--- config.mk ---
export PLATFORM = sky130hd
export DESIGN_NAME = multicycle_control_fsm
export DESIGN_NICKNAME = d
export VERILOG_FILES = /design/src/rtl/multicycle_control_fsm.sv
export SDC_FILE = /design/constraint.sdc
export NUM_CORES = 1
export LEC_CHECK = 0
export ABC_CLOCK_PERIOD_IN_PS = 2700
export CAP_MARGIN = 20
export CORE_MARGIN = 10
export CORE_UTILIZATION = 41
export DETAILED_ROUTE_END_ITERATION = 10
export HOLD_SLACK_MARGIN = 0.05
export PLACE_DENSITY = 0.88
export SETUP_SLACK_MARGIN = 0.1
export SLEW_MARGIN = 15
export SYNTH_ARGS = -nofsm -noshare
export SYNTH_HDL_FRONTEND = slang
export SYNTH_SLANG_ARGS = --single-unit
--- constraint.sdc ---
create_clock -name clk -period 2.7 [get_ports clk]
set_input_delay 0.675 -clock clk [delete_from_list [all_inputs] [get_ports clk]]
set_output_delay 0.675 -clock clk [all_outputs]
set_load 0.02 [all_outputs]
--- src/rtl/multicycle_control_fsm.sv ---
// Main control unit of a multicycle CPU: a Moore FSM that sequences the shared
// datapath one instruction at a time and stalls on the memory ready handshake.
module multicycle_control_fsm #(
  parameter int              OP_W     = 6,
  parameter logic [OP_W-1:0] OP_RTYPE = 6'h00,
  parameter logic [OP_W-1:0] OP_LW    = 6'h23,
  parameter logic [OP_W-1:0] OP_SW    = 6'h2B,
  parameter logic [OP_W-1:0] OP_BEQ   = 6'h04,
  parameter logic [OP_W-1:0] OP_J     = 6'h02,
  parameter logic [OP_W-1:0] OP_ADDI  = 6'h08
) (
  input  logic            clk,
  input  logic            reset,
  input  logic [OP_W-1:0] opcode,
  input  logic            mem_ready,
  output logic            pc_write,
  output logic            pc_write_cond,
  output logic            iord,
  output logic            mem_read,
  output logic            mem_write,
  output logic            ir_write,
  output logic            mem_to_reg,
  output logic            reg_dst,
  output logic            reg_write,
  output logic            alu_src_a,
  output logic [1:0]      alu_src_b,
  output logic [1:0]      alu_op,
  output logic [1:0]      pc_source,
  output logic            illegal_op,
  output logic [3:0]      state
);

  typedef enum logic [3:0] {
    S_FETCH    = 4'd0,
    S_DECODE   = 4'd1,
    S_MEMADR   = 4'd2,
    S_MEMRD    = 4'd3,
    S_MEMWB    = 4'd4,
    S_MEMWR    = 4'd5,
    S_RTYPE_EX = 4'd6,
    S_RTYPE_WB = 4'd7,
    S_BEQ_EX   = 4'd8,
    S_ADDI_EX  = 4'd9,
    S_ADDI_WB  = 4'd10,
    S_JUMP     = 4'd11
  } state_t;

  state_t state_q, state_d;
  logic   decode_illegal;

  // Write strobes before reset gating.
  logic   pc_write_raw, pc_write_cond_raw, mem_write_raw, ir_write_raw, reg_write_raw;

  // Handshake: memory holds a request (mem_read/mem_write) until mem_ready is
  // seen high in the same cycle; that cycle completes the transfer.
  always_ff @(posedge clk or posedge reset) begin
    if (reset) begin
      state_q    <= S_FETCH;
      illegal_op <= 1'b0;
    end else begin
      state_q    <= state_d;
      illegal_op <= decode_illegal;
    end
  end

  always_comb begin
    state_d           = S_FETCH;
    decode_illegal    = 1'b0;
    pc_write_raw      = 1'b0;
    pc_write_cond_raw = 1'b0;
    mem_write_raw     = 1'b0;
    ir_write_raw      = 1'b0;
    reg_write_raw     = 1'b0;
    iord              = 1'b0;
    mem_read          = 1'b0;
    mem_to_reg        = 1'b0;
    reg_dst           = 1'b0;
    alu_src_a         = 1'b0;
    alu_src_b         = 2'b00;
    alu_op            = 2'b00;
    pc_source         = 2'b00;
    case (state_q)
      S_FETCH: begin
        mem_read     = 1'b1;
        alu_src_b    = 2'b01;
        ir_write_raw = mem_ready;
        pc_write_raw = mem_ready;
        state_d      = mem_ready ? S_DECODE : S_FETCH;
      end
      S_DECODE: begin
        // Branch target is precomputed here while the opcode is decoded.
        alu_src_b = 2'b11;
        case (opcode)
          OP_LW, OP_SW: state_d = S_MEMADR;
          OP_RTYPE:     state_d = S_RTYPE_EX;
          OP_BEQ:       state_d = S_BEQ_EX;
          OP_J:         state_d = S_JUMP;
          OP_ADDI:      state_d = S_ADDI_EX;
          default: begin
            state_d        = S_FETCH;
            decode_illegal = 1'b1;
          end
        endcase
      end
      S_MEMADR: begin
        alu_src_a = 1'b1;
        alu_src_b = 2'b10;
        if (opcode == OP_LW)      state_d = S_MEMRD;
        else if (opcode == OP_SW) state_d = S_MEMWR;
        else                      state_d = S_FETCH;
      end
      S_MEMRD: begin
        mem_read = 1'b1;
        iord     = 1'b1;
        state_d  = mem_ready ? S_MEMWB : S_MEMRD;
      end
      S_MEMWB: begin
        reg_write_raw = 1'b1;
        mem_to_reg    = 1'b1;
      end
      S_MEMWR: begin
        mem_write_raw = 1'b1;
        iord          = 1'b1;
        state_d       = mem_ready ? S_FETCH : S_MEMWR;
      end
      S_RTYPE_EX: begin
        alu_src_a = 1'b1;
        alu_op    = 2'b10;
        state_d   = S_RTYPE_WB;
      end
      S_RTYPE_WB: begin
        reg_write_raw = 1'b1;
        reg_dst       = 1'b1;
      end
      S_BEQ_EX: begin
        alu_src_a         = 1'b1;
        alu_op            = 2'b01;
        pc_write_cond_raw = 1'b1;
        pc_source         = 2'b01;
      end
      S_ADDI_EX: begin
        alu_src_a = 1'b1;
        alu_src_b = 2'b10;
        state_d   = S_ADDI_WB;
      end
      S_ADDI_WB: begin
        reg_write_raw = 1'b1;
      end
      S_JUMP: begin
        pc_write_raw = 1'b1;
        pc_source    = 2'b10;
      end
      default: state_d = S_FETCH;
    endcase
  end

  // Reset forces FETCH asynchronously; masking the strobes keeps a FETCH
  // with mem_ready high from loading PC/IR while reset is still asserted.
  assign pc_write      = pc_write_raw      & ~reset;
  assign pc_write_cond = pc_write_cond_raw & ~reset;
  assign mem_write     = mem_write_raw     & ~reset;
  assign ir_write      = ir_write_raw      & ~reset;
  assign reg_write     = reg_write_raw     & ~reset;

  assign state = state_q;

endmodule

# --- Yosys cells after proc, flatten, opt, wreduce, memory -nomap -nowiden ---
# Index checks and enable logic that the tools add are counted.
word_totals:
  regBits: 5
  inputBits: 9
  output_inout_bits: 21
  word_cells: 55
classes:
  n_eq_ne: 16
  muxes: 22
  bitwise: 6
  n_reduce_logical: 9
ops:
  columns: ["op", "count"]
  rows:
  - ["case mux 4 bit (7 select lines)", 1]
  - ["case mux 4 bit (5 select lines)", 1]
  - ["== test 4 x 3 -> 1 bit, second input constant", 4]
  - ["== test 4 bit, second input constant", 4]
  - ["== test 6 bit, second input constant", 2]
  - ["two-way mux 1 bit", 12]
  - ["two-way mux 3 bit", 4]
  - ["== test 4 x 2 -> 1 bit, second input constant", 2]
  - ["case mux 2 bit (2 select lines)", 2]
  - ["OR reduction 2 bit", 4]
  - ["== test 6 x 2 -> 1 bit, second input constant", 1]
  - ["== test 6 x 3 -> 1 bit, second input constant", 1]
  - ["== test 6 x 4 -> 1 bit, second input constant", 1]
  - ["zero test 6 bit", 1]
  - ["case mux 2 bit (3 select lines)", 1]
  - ["OR reduction 6 bit", 1]
  - ["AND 1 bit", 5]
  - ["== test 4 x 1 -> 1 bit, second input constant", 1]
  - ["zero test 4 bit", 1]
  - ["OR reduction 4 bit", 1]
  - ["OR reduction 3 bit", 1]
  - ["case mux 1 bit (2 select lines)", 1]
  - ["NOT 1 bit", 1]

# --- Longest topological paths before layout ---
# Gate-level depths: netlist of run 1.
logic_depth:
  depth_word: 4
  depth_mapped: 6
  depth_no_buf: 4

# --- Worst setup path after synthesis of run 1 ---
# Ideal clock, no wire load.
synth_timing:
  path_type: "in2out"
  start: "in mem_ready"
  end: "out ir_write"
  arrival_ns: 1.677
  t_required_ns: 2.025
  setup_slack_ns: 0.348
  cell_stages: 2
  n_path_buf: 0
  path_cell_list: "or3b_1 -> nor4_1"
synth_between:
  elab_chain_len: 2
synth_lines:
  columns: ["element", "line_no", "source"]
  rows:
  - ["start: declaration", "15", "input logic mem_ready,"]
  - ["two-way mux 1 bit", "82", "case (state_q)"]
  - ["AND 1 bit", "162", "assign ir_write = ir_write_raw & ~reset;"]
  - ["end: declaration", "21", "output logic ir_write,"]
# Every way passes these cells.

# --- Worst setup path after layout of run 1 ---
layout_timing:
  start: "in reset"
  end: "out pc_write_cond"
layout_between:
  elab_chain_len: 2
layout_lines:
  columns: ["element", "line_no", "source"]
  rows:
  - ["start: declaration", "13", "input logic reset,"]
  - ["NOT 1 bit", "160", "assign pc_write_cond = pc_write_cond_raw & ~reset;"]
  - ["AND 1 bit", "160", null]
  - ["end: declaration", "17", "output logic pc_write_cond,"]
# Every way passes these cells.

==> flow_metrics.tcl, run 1 <==
set metrics [dict create \
    crit_start "reset" \
    yosysTopAreaCell "dfrtp_1" \
    die_area_sq_um 3321 \
    pin_count 30 \
    rows 13 \
    start_util 0.4406 \
    r2r-start "state[1]" \
    syn-num-nets 86 \
    yosysSeqAreaShare 0.2155 \
    crit_arrival_ps 1830 \
    multi_input_area_sq_um 414.1 \
    routed-via-count 692 \
    antenna_found_initial 0 \
    final_area_sq_um 925.9 \
    startpoint_type "input pin" \
    first_global_vias 668 \
    grt.overflow.total 0 \
    ff2ff_path_depth 4 \
    crit_cells 3 \
    htreeDepth 1 \
    setup_viol 0 \
    mostFrequentLayoutCells "clkdlybuf4s50_1 (19), nor2_1 (10), nor3_1 (8)" \
    critPathRequiredTime_ps 2030 \
    num_antenna_cells 0 \
    area_growth_pct 59.48 \
    total_power_mw 0.3184 \
    holdWs_ps 709.7 \
    die_h_microns 57.63 \
    drive_above_1_share 0.1651 \
    crit_path_top_delay_cell "clkdlybuf4s50_1" \
    synth_area_sq_um 580.6 \
    grt_pass1_wl_mm 3.270 \
    core_sq_um 1318 \
    dpl_cell_area_sq_um 884.6 \
    layout_commonest_cell "clkdlybuf4s50_1" \
    endpoint "pc_write_cond" \
    max_stage_delay_ps 530 \
    max-slew-margin-rel 0.8071 \
    drv_slew 0 \
    wl_per_cell_microns 15.09 \
    nNetsFinal 119 \
    finalHoldViolations 0 \
    end_kind "output pin" \
    leakagePower_nw 0.4287 \
    netlist_instances 77 \
    regArea_sq_um 127.6 \
    port-buffer-count 29 \
    vias_per_cell 5.581 \
    crit_fanout 5 \
    crit_buf_inv 2 \
    clock_latency_ps 240 \
    worst_pin_slew_ps 288.3 \
    cts_tree "done" \
    rsz0062_at_grt "false" \
    fmax_ghz 0.3999 \
    yosysWarnings 0 \
    clk_pin_slew_worst_paths_ps 50 \
    worst_r2r_endpoint "state[2]" \
    ant_nets 0 \
    cts_root_buf "clkbuf_4" \
    max_cap_violations 0 \
    fillers 114 \
    grt.total_usage 0.1158 \
    power.density_nw_per_um2 343.9 \
    place.gp.congestion 0.8720 \
    cts_buffers 3 \
    crit_chain "clkdlybuf4s50_1, nor4_1, dlygate4sd2_1" \
    r2r_slack_ps 1250 \
    place_hpwl_mm 1.519 \
    ir_drop_mv 0.3403 \
    ys_types 32 \
    die_w_microns 57.63 \
    layout_min_cycle_time_ps 2501 \
    ys_seq_elements 5 \
    clock_sinks 5 \
    drc 0 \
    fin_skew_ps 6.006 \
    yosysTopAreaCellShare 0.2155 \
    synthTopCellsByArea "dfrtp_1 (22%), nor3_1 (6.9%), nor2_1 (6.5%), nand2b_1 (5.4%), buf_6 (3.9%)" \
    criticalPathCategory "input pin to output pin" \
    hold_path_class "flip-flop to flip-flop" \
    first_iter_violations 18 \
    finalWirelength_mm 1.871 \
    critical_path.top_delay_family "buffers and inverters" \
    postSynthAreaPerCell_sq_um 7.540 \
    status "completed" \
    cts_buffer_depth 2 \
    grt_max_degree 17 \
    fin_crit_sh 0.9263 \
    first_pass_iters 4 \
]
==> cells in the mapped netlist, drive strengths merged <==
cell type  number
a21oi           3
a221o           1
a2bb2oi         1
a31oi           2
and2b           1
and3            2
and4bb          1
buf             6
dfrtp           5
inv             2
nand2           5
nand2b          5
nand3           2
nand4b          1
nor2           10
nor2b           1
nor3           10
nor3b           3
nor4            3
o211a           1
o211ai          1
o21a            1
o21ai           3
o311ai          1
o31ai           1
or3b            2
xnor2           2
xor2            1
==> worst register-to-register path: cells and delay by family (launching register included) <==
kind	cells	cell delay, ps
simple gates	2	310
flops	1	450
compound gates	1	370
buf+inv	1	200
==> final cells by class <==
type,count,share of cell area
Clock buffer,4,0.02838
Inverter,2,0.008108
Multi-Input combinational cell,64,0.4473
Sequential cell,5,0.1378
Tap cell,15,0.02027
Timing Repair Buffer,34,0.3581
==> sequential cells by signal (all words and copies together) (netlist names) <==
signal      cells
state           4
illegal_op      1
==> cell families after synthesis <==
| group | after synthesis | synth area share |
|---|---|---|
| AOI/OAI and AO/OA | 15 | 0.1767 |
| xor gates and xnor gates | 3 | 0.04527 |
| buffers and inverters | 8 | 0.08621 |
| DFF | 5 | 0.2155 |
| and+or+nand+nor | 46 | 0.4763 |
==> stage by stage <==
step	TNS [ps]	std cells	util	setup slack (ps)
after global placement	-763.0	120	0.6714	-373.6
after CTS	0	124	0.6942	108.5
after floorplan	0	77	-	347.8
final	0	124	0.7028	199.1
after detailed placement	-887.0	120	0.6714	-404.2
after global routing	0	124	0.7028	106.4
==> timing repair <==
action,CTS,global route
pin swaps,1,0
hold endpoints to repair,0,0
hold buffers,0,0
gates resized for setup,16,5
endpoints found under the setup margin,8,7
buffers inserted,0,0
==> where the power goes <==
part,total (mW),switching [mW],internal (mW)
clock network,0.0846,0.0288,0.0558
registers,0.0866,0.00533,0.0813
logic,0.147,0.0789,0.0683
total,0.318,0.113,0.205
==> how the worst min path moves through the flow <==
stage / depth (start not counted) / end / start
after floorplan: 1 / illegal_op / reset
after global placement: 3 / illegal_op / state[3]
after detailed placement: 3 / illegal_op / state[3]
after CTS: 2 / state[3] / state[1]
after global routing: 2 / state[3] / state[1]
final: 2 / state[3] / state[1]
==> per-layer routing <==
layer  GRT usage  up-vias  wire [microns]
li1            -      347               -
met1      0.1375      328             835
met2      0.1902       17             917
met3     0.04357        0             117
met4     0.03020        0               0
met5           0        -               0
Note: power is estimated with default switching activity, not from simulation.
==> inputs of run 2 (changes only) <==
--- a/config.mk
+++ b/config.mk
@@ -13,7 +13,6 @@
 export HOLD_SLACK_MARGIN = 0.05
 export PLACE_DENSITY = 0.88
 export SETUP_SLACK_MARGIN = 0.1
-export SLEW_MARGIN = 15
 export SYNTH_ARGS = -nofsm -noshare
 export SYNTH_HDL_FRONTEND = slang
 export SYNTH_SLANG_ARGS = --single-unit
==> results of run 2 <==
No change in the layout: final DEF, timing and power equal those of run 1.
